**config.mk**
```make
export PLATFORM = sky130hd
export DESIGN_NAME = multicycle_ctrl
export DESIGN_NICKNAME = d
export VERILOG_FILES = /design/src/rtl/mips_ctrl_pkg.sv /design/src/rtl/multicycle_ctrl.sv
export SDC_FILE = /design/constraint.sdc
export NUM_CORES = 1
export LEC_CHECK = 0
export ABC_AREA = 1
export BUFFER_PORTS_ARGS = -buffer_cell sky130_fd_sc_hd__buf_4
export CAP_MARGIN = 20
export CORE_ASPECT_RATIO = 1.25
export CORE_UTILIZATION = 55
export DETAILED_ROUTE_END_ITERATION = 8
export GPL_ROUTABILITY_DRIVEN = 0
export HOLD_SLACK_MARGIN = 0.15
export PLACE_DENSITY_LB_ADDON = 0.08
export SLEW_MARGIN = 20
export SYNTH_ARGS = -nofsm -noshare
export SYNTH_HDL_FRONTEND = slang
export SYNTH_SLANG_ARGS = --single-unit
```
**constraint.sdc**
```tcl
create_clock -name clk_i -period 5.7 [get_ports clk_i]
set_input_delay 1.14 -clock clk_i [delete_from_list [all_inputs] [get_ports clk_i]]
set_output_delay 1.14 -clock clk_i [all_outputs]
set_load 0.01 [all_outputs]
```
**src/rtl/mips_ctrl_pkg.sv**
```systemverilog
// Shared definitions for the multi-cycle MIPS main controller:
// state encoding, opcodes and datapath select codes.
package mips_ctrl_pkg;

  typedef enum logic [3:0] {
    S_IF    = 4'd0,
    S_ID    = 4'd1,
    S_MADDR = 4'd2,
    S_MRD   = 4'd3,
    S_WBL   = 4'd4,
    S_MWR   = 4'd5,
    S_EXR   = 4'd6,
    S_WBR   = 4'd7,
    S_EXI   = 4'd8,
    S_WBI   = 4'd9,
    S_BEQ   = 4'd10,
    S_JMP   = 4'd11
  } state_t;

  // Opcodes
  localparam logic [5:0] OP_RTYPE = 6'b000000;
  localparam logic [5:0] OP_J     = 6'b000010;
  localparam logic [5:0] OP_BEQ   = 6'b000100;
  localparam logic [5:0] OP_ADDI  = 6'b001000;
  localparam logic [5:0] OP_SLTI  = 6'b001010;
  localparam logic [5:0] OP_LW    = 6'b100011;
  localparam logic [5:0] OP_SW    = 6'b101011;

  // ALU operation codes
  localparam logic [2:0] ALUOP_FUNCT = 3'b000;
  localparam logic [2:0] ALUOP_ADD   = 3'b100;
  localparam logic [2:0] ALUOP_SLT   = 3'b010;
  localparam logic [2:0] ALUOP_SUB   = 3'b001;

  // ALU B operand selects
  localparam logic [1:0] SRCB_REG   = 2'b00;
  localparam logic [1:0] SRCB_FOUR  = 2'b01;
  localparam logic [1:0] SRCB_IMM   = 2'b10;
  localparam logic [1:0] SRCB_IMMSH = 2'b11;

  // PC source selects
  localparam logic [1:0] PCSRC_ALU    = 2'b00;
  localparam logic [1:0] PCSRC_ALUOUT = 2'b01;
  localparam logic [1:0] PCSRC_JUMP   = 2'b10;

  // True for every opcode the controller knows how to sequence
  function automatic logic op_is_legal(input logic [5:0] op);
    case (op)
      OP_RTYPE, OP_J, OP_BEQ, OP_ADDI, OP_SLTI, OP_LW, OP_SW: op_is_legal = 1'b1;
      default:                                                op_is_legal = 1'b0;
    endcase
  endfunction

endpackage

```
**src/rtl/multicycle_ctrl.sv**
```systemverilog
// Moore-style main controller for a multi-cycle MIPS datapath.
// Strobes are decoded from the current state (some qualified by the
// memory ready handshake) and are forced low while reset is held.
module multicycle_ctrl
  import mips_ctrl_pkg::*;
#(
  parameter int CNT_W = 32
) (
  input  logic             clk_i,
  input  logic             rst_i,
  input  logic [5:0]       instr_op_i,
  input  logic             mem_ready_i,
  output logic             PCWrite_o,
  output logic             PCWriteCond_o,
  output logic             IorD_o,
  output logic             MemRead_o,
  output logic             MemWrite_o,
  output logic             IRWrite_o,
  output logic             MemtoReg_o,
  output logic             RegWrite_o,
  output logic             RegDst_o,
  output logic             ALUSrcA_o,
  output logic [1:0]       ALUSrcB_o,
  output logic [2:0]       ALUOp_o,
  output logic [1:0]       PCSource_o,
  output logic             instr_done_o,
  output logic             illegal_o,
  output logic [CNT_W-1:0] retired_o
);

  state_t           r_state;
  state_t           w_next;
  logic [CNT_W-1:0] r_retired;

  // Ungated strobes, masked by reset before reaching the ports
  logic w_pcwrite;
  logic w_pcwritecond;
  logic w_memread;
  logic w_memwrite;
  logic w_irwrite;
  logic w_regwrite;
  logic w_done;
  logic w_illegal;

  // State register; reset abandons any instruction in flight
  always_ff @(posedge clk_i or posedge rst_i) begin
    if (rst_i) r_state <= S_IF;
    else       r_state <= w_next;
  end

  // Next-state decode; unreachable encodings fall back to fetch
  always_comb begin
    w_next = S_IF;
    case (r_state)
      S_IF:    w_next = mem_ready_i ? S_ID : S_IF;
      S_ID: begin
        case (instr_op_i)
          OP_LW, OP_SW:     w_next = S_MADDR;
          OP_RTYPE:         w_next = S_EXR;
          OP_ADDI, OP_SLTI: w_next = S_EXI;
          OP_BEQ:           w_next = S_BEQ;
          OP_J:             w_next = S_JMP;
          default:          w_next = S_IF;
        endcase
      end
      S_MADDR: w_next = (instr_op_i == OP_SW) ? S_MWR : S_MRD;
      S_MRD:   w_next = mem_ready_i ? S_WBL : S_MRD;
      S_WBL:   w_next = S_IF;
      S_MWR:   w_next = mem_ready_i ? S_IF : S_MWR;
      S_EXR:   w_next = S_WBR;
      S_WBR:   w_next = S_IF;
      S_EXI:   w_next = S_WBI;
      S_WBI:   w_next = S_IF;
      S_BEQ:   w_next = S_IF;
      S_JMP:   w_next = S_IF;
      default: w_next = S_IF;
    endcase
  end

  // Per-state datapath controls; everything defaults to 0
  always_comb begin
    w_pcwrite     = 1'b0;
    w_pcwritecond = 1'b0;
    w_memread     = 1'b0;
    w_memwrite    = 1'b0;
    w_irwrite     = 1'b0;
    w_regwrite    = 1'b0;
    w_done        = 1'b0;
    w_illegal     = 1'b0;
    IorD_o        = 1'b0;
    MemtoReg_o    = 1'b0;
    RegDst_o      = 1'b0;
    ALUSrcA_o     = 1'b0;
    ALUSrcB_o     = SRCB_REG;
    ALUOp_o       = ALUOP_FUNCT;
    PCSource_o    = PCSRC_ALU;
    case (r_state)
      S_IF: begin
        w_memread  = 1'b1;
        w_irwrite  = mem_ready_i;
        w_pcwrite  = mem_ready_i;
        ALUSrcB_o  = SRCB_FOUR;
        ALUOp_o    = ALUOP_ADD;
      end
      S_ID: begin
        // Branch target is computed speculatively into ALUOut here
        ALUSrcB_o  = SRCB_IMMSH;
        ALUOp_o    = ALUOP_ADD;
        w_illegal  = ~op_is_legal(instr_op_i);
      end
      S_MADDR: begin
        ALUSrcA_o  = 1'b1;
        ALUSrcB_o  = SRCB_IMM;
        ALUOp_o    = ALUOP_ADD;
      end
      S_MRD: begin
        w_memread  = 1'b1;
        IorD_o     = 1'b1;
      end
      S_WBL: begin
        w_regwrite = 1'b1;
        MemtoReg_o = 1'b1;
        w_done     = 1'b1;
      end
      S_MWR: begin
        w_memwrite = 1'b1;
        IorD_o     = 1'b1;
        w_done     = mem_ready_i;
      end
      S_EXR: begin
        ALUSrcA_o  = 1'b1;
        ALUSrcB_o  = SRCB_REG;
        ALUOp_o    = ALUOP_FUNCT;
      end
      S_WBR: begin
        w_regwrite = 1'b1;
        RegDst_o   = 1'b1;
        w_done     = 1'b1;
      end
      S_EXI: begin
        ALUSrcA_o  = 1'b1;
        ALUSrcB_o  = SRCB_IMM;
        ALUOp_o    = (instr_op_i == OP_SLTI) ? ALUOP_SLT : ALUOP_ADD;
      end
      S_WBI: begin
        w_regwrite = 1'b1;
        w_done     = 1'b1;
      end
      S_BEQ: begin
        ALUSrcA_o     = 1'b1;
        ALUSrcB_o     = SRCB_REG;
        ALUOp_o       = ALUOP_SUB;
        w_pcwritecond = 1'b1;
        PCSource_o    = PCSRC_ALUOUT;
        w_done        = 1'b1;
      end
      S_JMP: begin
        w_pcwrite  = 1'b1;
        PCSource_o = PCSRC_JUMP;
        w_done     = 1'b1;
      end
      default: begin
        w_pcwrite = 1'b0;
      end
    endcase
  end

  // Strobes are held low for as long as reset is asserted
  always_comb begin
    PCWrite_o     = w_pcwrite     & ~rst_i;
    PCWriteCond_o = w_pcwritecond & ~rst_i;
    MemRead_o     = w_memread     & ~rst_i;
    MemWrite_o    = w_memwrite    & ~rst_i;
    IRWrite_o     = w_irwrite     & ~rst_i;
    RegWrite_o    = w_regwrite    & ~rst_i;
    instr_done_o  = w_done        & ~rst_i;
    illegal_o     = w_illegal     & ~rst_i;
  end

  // Retired-instruction counter, wraps modulo 2^CNT_W
  always_ff @(posedge clk_i or posedge rst_i) begin
    if (rst_i)       r_retired <= '0;
    else if (w_done) r_retired <= r_retired + CNT_W'(1);
  end

  assign retired_o = r_retired;

endmodule

```
==> results of run 1 <==
==> cell families (layout without fill, tap and decap cells) <==
kind of cell / after synthesis / count (layout) / share of synthesized area [%]
AO/OA/AOI/OAI: 16 / 16 / 3.16
flip-flops: 36 / 36 / 35.0
adder cells (fa/ha/maj): 1 / 1 / 0.486
buffers and inverters: 60 / 121 / 9.73
XOR/XNOR: 6 / 6 / 2.04
AND/OR/NAND/NOR: 303 / 303 / 49.6
==> routing by layer <==
layer | vias to the layer above | part of all wire (%) | wire length [um]
li1 | 1427 | - | -
met1 | 1255 | 43 | 2780
met2 | 89 | 50 | 3240
met3 | 11 | 5.3 | 345
met4 | 0 | 2.0 | 129
met5 | - | 0 | 0
==> worst reg2reg max path, cell delays in order (launching register included) <==
cell,delay [ps]
dfrtp_1,470
nor2_2,210
nand3_1,90
nand2_1,140
inv_2,50
nand2_2,500
o21ai_0,210
o21ai_0,120
==> sequential cells by signal (all words and copies together), names as in the netlist <==
| signal | cells |
|---|---|
| retired_o | 32 |
| r_state | 4 |
==> placed cells by master, fill, tap and decap left out, types with 2 or more instances in the layout <==
cell type  count
xor2_1         6
inv_2          3
nand4_1       13
nand2_2        3
clkbuf_8       7
inv_1         50
nor2_1        77
buf_4         60
o21ai_0       14
nand3b_1       7
dfrtp_1       36
nand3_1       25
nor4_1         2
nor2_2         5
nand2_1      165
nor3_1         2
==> worst paths after layout <==
| path | endpoint | slack, ps | cells past startpoint |
|---|---|---|---|
| worst max-delay path | instr_done_o | 2380 | 6 |
| worst min-delay path | retired_o[19] | 550 | 2 |
| worst max register to register | retired_o[8] | 3820 | 7 |
| worst min register to register | retired_o[19] | 550 | 2 |
| max in group asynchronous | retired_o[25] | 4340 | 3 |
| min in group asynchronous | retired_o[2] | 1030 | 3 |
==> area by class of cell <==
class,count,share of cell area [%]
clock inverter,1,0.947
inverter,53,6.27
clock buffer,7,3.04
multi-input combinational,326,44.8
timing repair buffer,60,14.2
tap,58,2.29
sequential,36,28.4
==> power breakdown <==
part / internal (mW) / switching (mW) / total (mW)
combinational: 0.105 / 0.171 / 0.277
clock: 0.154 / 0.0931 / 0.247
sequential: 0.275 / 0.0266 / 0.302
==> flow_metrics.py, run 1 <==
metrics = {
    "run_status": {
        "status": "finished clean",
    },
    "sta": {
        "maxSlewViolCount": 0,
        "finalClockSkew_ps": 5.63,
        "setup_viol": 0,
        "finalHoldViolCount": 0,
        "final.period_utilization_pct": 58.3,
        "finalCriticalPeriod_ps": 3320,
        "tightest_slew_ps": 686,
        "fin_setup_tns_ps": 0,
        "holdWs_ps": 554,
        "rsz0062_at_grt": "no",
        "slew-limit-headroom_pct": 54.1,
        "fin_ws_ps": 2380,
        "clock.fmax_mhz": 301,
    },
    "global_routing": {
        "grt_overflow": 0,
        "grt_pass1_wl_um": 11000,
        "grt_use_met3_pct": 5.09,
        "grt_pass1_vias": 2541,
        "grt_util_all_layers_pct": 28.0,
        "top_usage_layer": "met2",
        "grt_max_degree": 40,
        "grt_use_met2_pct": 49.5,
        "grt_use_met1_pct": 33.1,
        "antenna_found_initial": 0,
    },
    "clock_tree": {
        "root_buffer": "clkbuf_8",
        "cts.sinks": 36,
        "cts_buffer_depth": 2,
        "postCtsSetupBuffers": 0,
        "cts_tree": "done",
        "htree_levels": 2,
        "cts_made_buffers": 5,
        "clock_latency_ps": 290,
        "clk_pin_slew_ps": 80,
        "post_cts_resized": 0,
        "cts_hold_buf": 0,
    },
    "power": {
        "power_leakage_nw": 1.64,
        "ir_drop_mv": 0.213,
        "cellPowerDensity_nw_per_um2": 260,
        "p_total_mw": 0.826,
    },
    "synth": {
        "synth-edff-count": 0,
        "synth_area_um2": 2570,
        "yosys-top-cells-area": "dfrtp_1 (35%), nand2_1 (24%), nor2_1 (11%)",
        "ys_seq_area_share_pct": 35.0,
        "yosys.cell_count.top_type": "nand2_1",
        "synth_nets": 432,
        "avgSynthCellArea_um2": 6.10,
        "synth_top_area_share_pct": 35.0,
        "synth_flop_cell": "dfrtp_1",
        "synthCells": 422,
        "ys_top_cells_by_count": "nand2_1 (165), nor2_1 (77), inv_1 (50)",
        "synthDistinctLibCells": 25,
        "synth-seq-cells": 36,
        "synth_warnings": 0,
        "async_flop_share_pct": 100,
        "synth_top_cell_by_area": "dfrtp_1",
    },
    "setup_path": {
        "setup.worst_path.start": "mem_ready_i",
        "end_kind": "output port",
        "worst_path_largest_cell_delay_ps": 490,
        "cp_max_fo": 25,
        "critical_path.cell_chain": "buf_4, nand3_1, nand2_1, nor2_4, nor2_1, buf_4",
        "slowest_stage": "nor2_4",
        "path_buf_inv": 2,
        "cp.arrival_ps": 2180,
        "cp_top_family": "simple AND/OR/NAND/NOR gates",
        "worst_setup_path_start_kind": "input pin",
        "critical_path.most_common_cell": "buf_4",
        "worstSetupPathType": "input pin to output port",
        "crit_required_ps": 4560,
        "r2r-start": "r_state[1]",
    },
    "cells_and_area": {
        "multi_input_area_um2": 1420,
        "fillCellCount": 413,
        "fin_util_pct": 71.1,
        "area_growth_pct": 23.2,
        "diodes": 0,
        "layout-drive-gt1-share_pct": 16.8,
        "stdcell_count": 541,
        "fin_nets": 492,
        "stdcell_area_um2": 3170,
        "ff_latch_area_um2": 901,
    },
    "routing": {
        "drt-initial-drc-count": 211,
        "totalWireLength_um": 6490,
        "vias_per_cell": 5.14,
        "vias": 2782,
        "detail-route-antenna-nets": 0,
        "firstDrtPassIters": 5,
        "drc": 0,
        "wl_per_cell_um": 12.0,
    },
    "floorplanning": {
        "coreArea_um2": 4460,
        "die_h_um": 78.5,
        "pin_count": 60,
        "initial_core_util_pct": 57.7,
        "core.rowCount": 27,
        "dieArea_um2": 4960,
        "die_x_um": 63.2,
    },
    "place": {
        "post-place-cells": 533,
        "portBuffers": 59,
        "dp_hpwl_um": 4920,
        "pre_cts_ws_ps": 2340,
        "post_dp_cell_area_um2": 3040,
    },
    "min_path": {
        "hold_path_startpoint": "retired_o[19]",
        "worst_hold_path_type": "flop to flop",
    },
    "flow_run": {
        "maxCapViolCount": 0,
    },
}
Power figures use the tool's default switching activity.
==> run 2, diff against run 1 <==
- CORE_UTILIZATION: 55 -> 54
- clock period: 5.7 -> 3.15 ns (I/O delays scaled with it)
==> flow_metrics.py, run 2 (synthesis results as in run 1) <==
metrics = {
    "run_status": {
        "status": "finished clean",
    },
    "cells_and_area": {
        "area_growth_pct": 22.4,
        "fin_util_pct": 70.1,
        "diodes": 0,
        "fin_nets": 493,
        "fillCellCount": 428,
        "stdcell_count": 541,
        "stdcell_area_um2": 3150,
        "layout-drive-gt1-share_pct": 16.8,
        "largest_reg_flops": 32,
        "layout_commonest_cell": "nand2_1",
        "layout_common_cells": "nand2_1 (165), nor2_1 (77), buf_4 (61)",
    },
    "floorplanning": {
        "die_h_um": 79.2,
        "core.rowCount": 27,
        "pin_count": 60,
        "initial_core_util_pct": 57.3,
        "coreArea_um2": 4490,
        "dieArea_um2": 5050,
        "die_x_um": 63.7,
    },
    "place": {
        "post_dp_cell_area_um2": 3050,
        "portBuffers": 59,
        "post-place-cells": 534,
        "dp_hpwl_um": 5130,
        "pre_cts_ws_ps": 1020,
    },
    "clock_tree": {
        "cts_hold_buf": 0,
        "cts.sinks": 36,
        "root_buffer": "clkbuf_8",
        "cts_tree": "done",
        "cts_buffer_depth": 2,
        "postCtsSetupBuffers": 0,
        "post_cts_resized": 0,
        "clk_pin_slew_ps": 70,
        "clock_latency_ps": 290,
        "htree_levels": 2,
        "cts_made_buffers": 5,
    },
    "min_path": {
        "worst_hold_path_type": "flop to flop",
    },
    "setup_path": {
        "cp.arrival_ps": 1580,
        "crit_required_ps": 2520,
        "cp_max_fo": 6,
        "worst_path_largest_cell_delay_ps": 470,
        "end_kind": "output port",
        "worstSetupPathType": "flop to output port",
        "critical_path.cell_chain": "nor2_2, nand2_1, nor4_1, buf_4",
        "path_buf_inv": 1,
        "cp_top_family": "simple AND/OR/NAND/NOR gates",
        "slowest_stage": "dfrtp_1",
        "worst_setup_path_start_kind": "flop",
    },
    "sta": {
        "final.period_utilization_pct": 70.3,
        "tightest_slew_ps": 703,
        "slew-limit-headroom_pct": 53.0,
        "fin_setup_tns_ps": 0,
        "holdWs_ps": 550,
        "setup_viol": 0,
        "finalHoldViolCount": 0,
        "finalClockSkew_ps": 6.09,
        "finalCriticalPeriod_ps": 2210,
        "fin_ws_ps": 936,
        "maxSlewViolCount": 0,
        "clock.fmax_mhz": 452,
        "rsz0062_at_grt": "no",
    },
    "routing": {
        "vias_per_cell": 5.18,
        "drt-initial-drc-count": 188,
        "firstDrtPassIters": 4,
        "drc": 0,
        "vias": 2800,
        "totalWireLength_um": 6740,
        "wl_per_cell_um": 12.5,
        "detail-route-antenna-nets": 0,
    },
    "power": {
        "ir_drop_mv": 0.446,
        "p_total_mw": 1.41,
        "cellPowerDensity_nw_per_um2": 448,
        "power_leakage_nw": 1.63,
    },
    "global_routing": {
        "grt_pass1_vias": 2649,
        "antenna_found_initial": 0,
        "grt_pass1_wl_um": 11300,
        "grt_util_all_layers_pct": 28.8,
        "grt_max_degree": 40,
        "grt_overflow": 0,
    },
    "flow_run": {
        "maxCapViolCount": 0,
    },
}
run 2: cell types whose count changed in the layout (fill, tap and decap cells not counted):
| cell | before | now |
|---|---|---|
| bufinv_16 | 1 | 0 |
| buf_4 | 60 | 61 |
run 2: worst min-delay path: stages (launching register included):
cell and delay [ps]:
dfrtp_1 400, nand2_1 70, nand2_1 60
run 2: report_power, final:
group	switching, mW	internal [mW]
Sequential	0.0471	0.498
Clock	0.162	0.195
Combinational	0.313	0.195
Total	0.522	0.888
run 2: routing by layer:
layer	wire (um)	GRT usage [%]	up-vias
li1	-	-	1426
met1	2770	31.2	1266
met2	3410	52.7	93
met3	371	6.18	15
met4	182	13.2	0
met5	0	0	-
run 2: area by class of cell:
class	count	area [um2]	area share (%)
flip-flops and latches	36	901	28.6
repair buffers	61	458	14.5
multi-input cells	326	1420	45.2
inverters	53	199	6.32
clock buffers	7	96.3	3.06
well taps	58	72.6	2.31
run 2: path summary, 6_finish.rpt:
path	start	end	slack (ps)	depth (start not counted)
max in group asynchronous	rst_i	retired_o[18]	2270	3
worst min register to register	retired_o[31]	retired_o[31]	550	2
worst max register to register	r_state[3]	retired_o[8]	1220	8
worst max-delay path	r_state[1]	illegal_o	940	4
min in group asynchronous	rst_i	r_state[3]	560	3
worst min-delay path	retired_o[31]	retired_o[31]	550	2
==> run 3, diff against run 2 <==
- ABC_AREA: 1 -> 0
- CORE_UTILIZATION: 54 -> 52
- clock period: 3.15 -> 2.29 ns (I/O delays scaled with it)
==> flow_metrics.py, run 3 <==
metrics = {
    "run_status": {
        "status": "finished clean",
    },
    "cells_and_area": {
        "ff_latch_area_um2": 905,
        "fin_nets": 291,
        "multi_input_area_um2": 1130,
        "area_growth_pct": 33.1,
        "layout-drive-gt1-share_pct": 33.0,
        "fillCellCount": 299,
        "layout_commonest_cell": "buf_4",
        "diodes": 0,
        "stdcell_count": 336,
        "largest_reg_flops": 32,
        "layout_common_cells": "buf_4 (71), dfrtp_1 (33), xnor2_1 (27)",
    },
    "power": {
        "ir_drop_mv": 0.614,
        "power_leakage_nw": 1.23,
        "cellPowerDensity_nw_per_um2": 774,
        "p_total_mw": 2.13,
    },
    "floorplanning": {
        "die_x_um": 58.4,
        "core.rowCount": 25,
        "initial_core_util_pct": 54.7,
        "dieArea_um2": 4240,
        "coreArea_um2": 3780,
        "die_h_um": 72.5,
        "pin_count": 60,
    },
    "flow_run": {
        "maxCapViolCount": 0,
    },
    "clock_tree": {
        "clock_latency_ps": 290,
        "htree_levels": 2,
        "cts.sinks": 36,
        "postCtsSetupBuffers": 0,
        "cts_tree": "done",
        "clk_pin_slew_ps": 80,
        "cts_made_buffers": 5,
        "cts_buffer_depth": 2,
        "root_buffer": "clkbuf_8",
    },
    "global_routing": {
        "antenna_found_initial": 0,
        "grt_max_degree": 37,
        "grt_pass1_wl_um": 7650,
        "grt_pass1_vias": 1642,
        "grt_util_all_layers_pct": 24.0,
        "grt_overflow": 0,
    },
    "synth": {
        "synth_xor_area_share_pct": 16.1,
        "synth_flop_cell": "dfrtp_1",
        "yosys-top-cells-area": "dfrtp_1 (44%), xnor2_1 (12%), nand3_1 (3.4%)",
        "synthDistinctLibCells": 44,
        "synthCells": 210,
        "synth_nets": 220,
        "synth-edff-count": 0,
        "synth_top_family_by_area": "simple AND/OR/NAND/NOR gates",
        "synth_area_um2": 2070,
        "ys_seq_area_share_pct": 43.5,
        "async_flop_share_pct": 100,
        "avgSynthCellArea_um2": 9.85,
        "yosys.cell_count.top_type": "dfrtp_1",
        "ys_top_cells_by_count": "dfrtp_1 (36), xnor2_1 (28), nor2_1 (17)",
        "synth_top_area_share_pct": 43.5,
        "synthMuxAreaShare_pct": 1.03,
        "synth-compound-area-share_pct": 9.67,
        "synth_top_cell_by_area": "dfrtp_1",
        "synth_warnings": 0,
        "synthAdderAreaFrac_pct": 0.605,
        "synth-seq-cells": 36,
        "synthSimpleGateAreaFrac_pct": 25.9,
    },
    "setup_path": {
        "worst_setup_path_start_kind": "flop",
        "crit_required_ps": 1830,
        "worst_path_largest_cell_delay_ps": 500,
        "cp_max_fo": 9,
        "critical_path.most_common_cell": "buf_4",
        "cp_top_family": "simple AND/OR/NAND/NOR gates",
        "cp.arrival_ps": 1730,
        "worstSetupPathType": "flop to output port",
        "slowest_stage": "dfrtp_2",
        "end_kind": "output port",
        "path_buf_inv": 3,
        "critical_path.cell_chain": "buf_4, inv_1, nand2_1, nor3b_2, and2_1, buf_4",
    },
    "routing": {
        "detail-route-antenna-nets": 0,
        "drt-initial-drc-count": 94,
        "firstDrtPassIters": 4,
        "vias": 1803,
        "wl_per_cell_um": 13.9,
        "totalWireLength_um": 4660,
        "vias_per_cell": 5.37,
        "drc": 0,
    },
    "sta": {
        "finalCriticalPeriod_ps": 2190,
        "slew-limit-headroom_pct": 70.5,
        "fin_setup_tns_ps": 0,
        "rsz0062_at_grt": "no",
        "clock.fmax_mhz": 456,
        "setup_viol": 0,
        "tightest_slew_ps": 443,
        "finalClockSkew_ps": 7.14,
        "maxSlewViolCount": 0,
        "finalHoldViolCount": 0,
        "final.period_utilization_pct": 95.7,
    },
    "place": {
        "dp_hpwl_um": 3400,
        "post-place-cells": 328,
        "portBuffers": 59,
    },
    "min_path": {
        "worst_hold_path_type": "input pin to async pin",
    },
}
run 3: changes by cell type after synthesis, sizes merged, moves of 4 or more:
cell and change:
a21oi +7, nand2 -153, nor3 +10, xnor2 +28
inv -46, and3 +5, and4 +4, nand3b -7
nor2 -66, o21ai -8, nand3 -12
run 3: what timing repair did:
item,in CTS,in global routing
gates resized for setup,1,6
hold endpoints to repair,0,0
setup endpoints to repair,1,3
hold buffers,0,0
run 3: logic make-up after synthesis:
family,count (synthesis)
xor+xnor,36
simple gates,94
flops,36
fa+ha+maj,1
compound gates,27
mux,2
buf+inv,14
run 3: power breakdown:
group	internal [mW]	total [mW]	leakage [nW]	switching, mW
registers	0.706	0.810	0.473	0.104
logic	0.401	0.854	0.708	0.452
clock network	0.240	0.469	0.0510	0.229
run 3: through the flow:
step	setup WS, ps	cell area [um2]	hold WS, ps	utilization (%)
floorplan	213	2070	508	-
detailed placement	243	2630	475	69.6
finish	99.1	2760	418	72.8
CTS	32.7	2730	416	72.1
global placement	299	2630	463	69.6
global route	9.50	2760	471	72.8
run 3: final timing paths:
path	startpoint	end	slack (ps)	depth (start not counted)
setup / recovery	r_state[2]	PCWriteCond_o	100	6
hold reg to reg	retired_o[31]	retired_o[31]	490	1
setup reg to reg	r_state[3]	retired_o[27]	290	5
hold / removal	rst_i	retired_o[2]	420	3
min in group clk_i	retired_o[31]	retired_o[31]	490	1
max in group asynchronous	rst_i	r_state[2]	1530	3
run 3: final cells by class:
cell class              count  area share [%]
inverters                   7           0.954
well taps                  54            2.45
flip-flops and latches     36            32.8
repair buffers             71            19.3
clock inverters             2           0.363
multi-input cells         160            41.1
clock buffers               6            3.00
run 3: routing by layer:
layer / part of all wire [%] / global-route usage, % / up-vias
li1: - / - / 890
met1: 46 / 32.3 / 862
met2: 48 / 37.9 / 44
met3: 3.7 / 4.10 / 7
met4: 2.1 / 10.8 / 0
met5: 0 / 0 / -
run 3: worst min-delay path, delay by kind of cell:
family,cells,cell delay (ps)
buf+inv,3,680
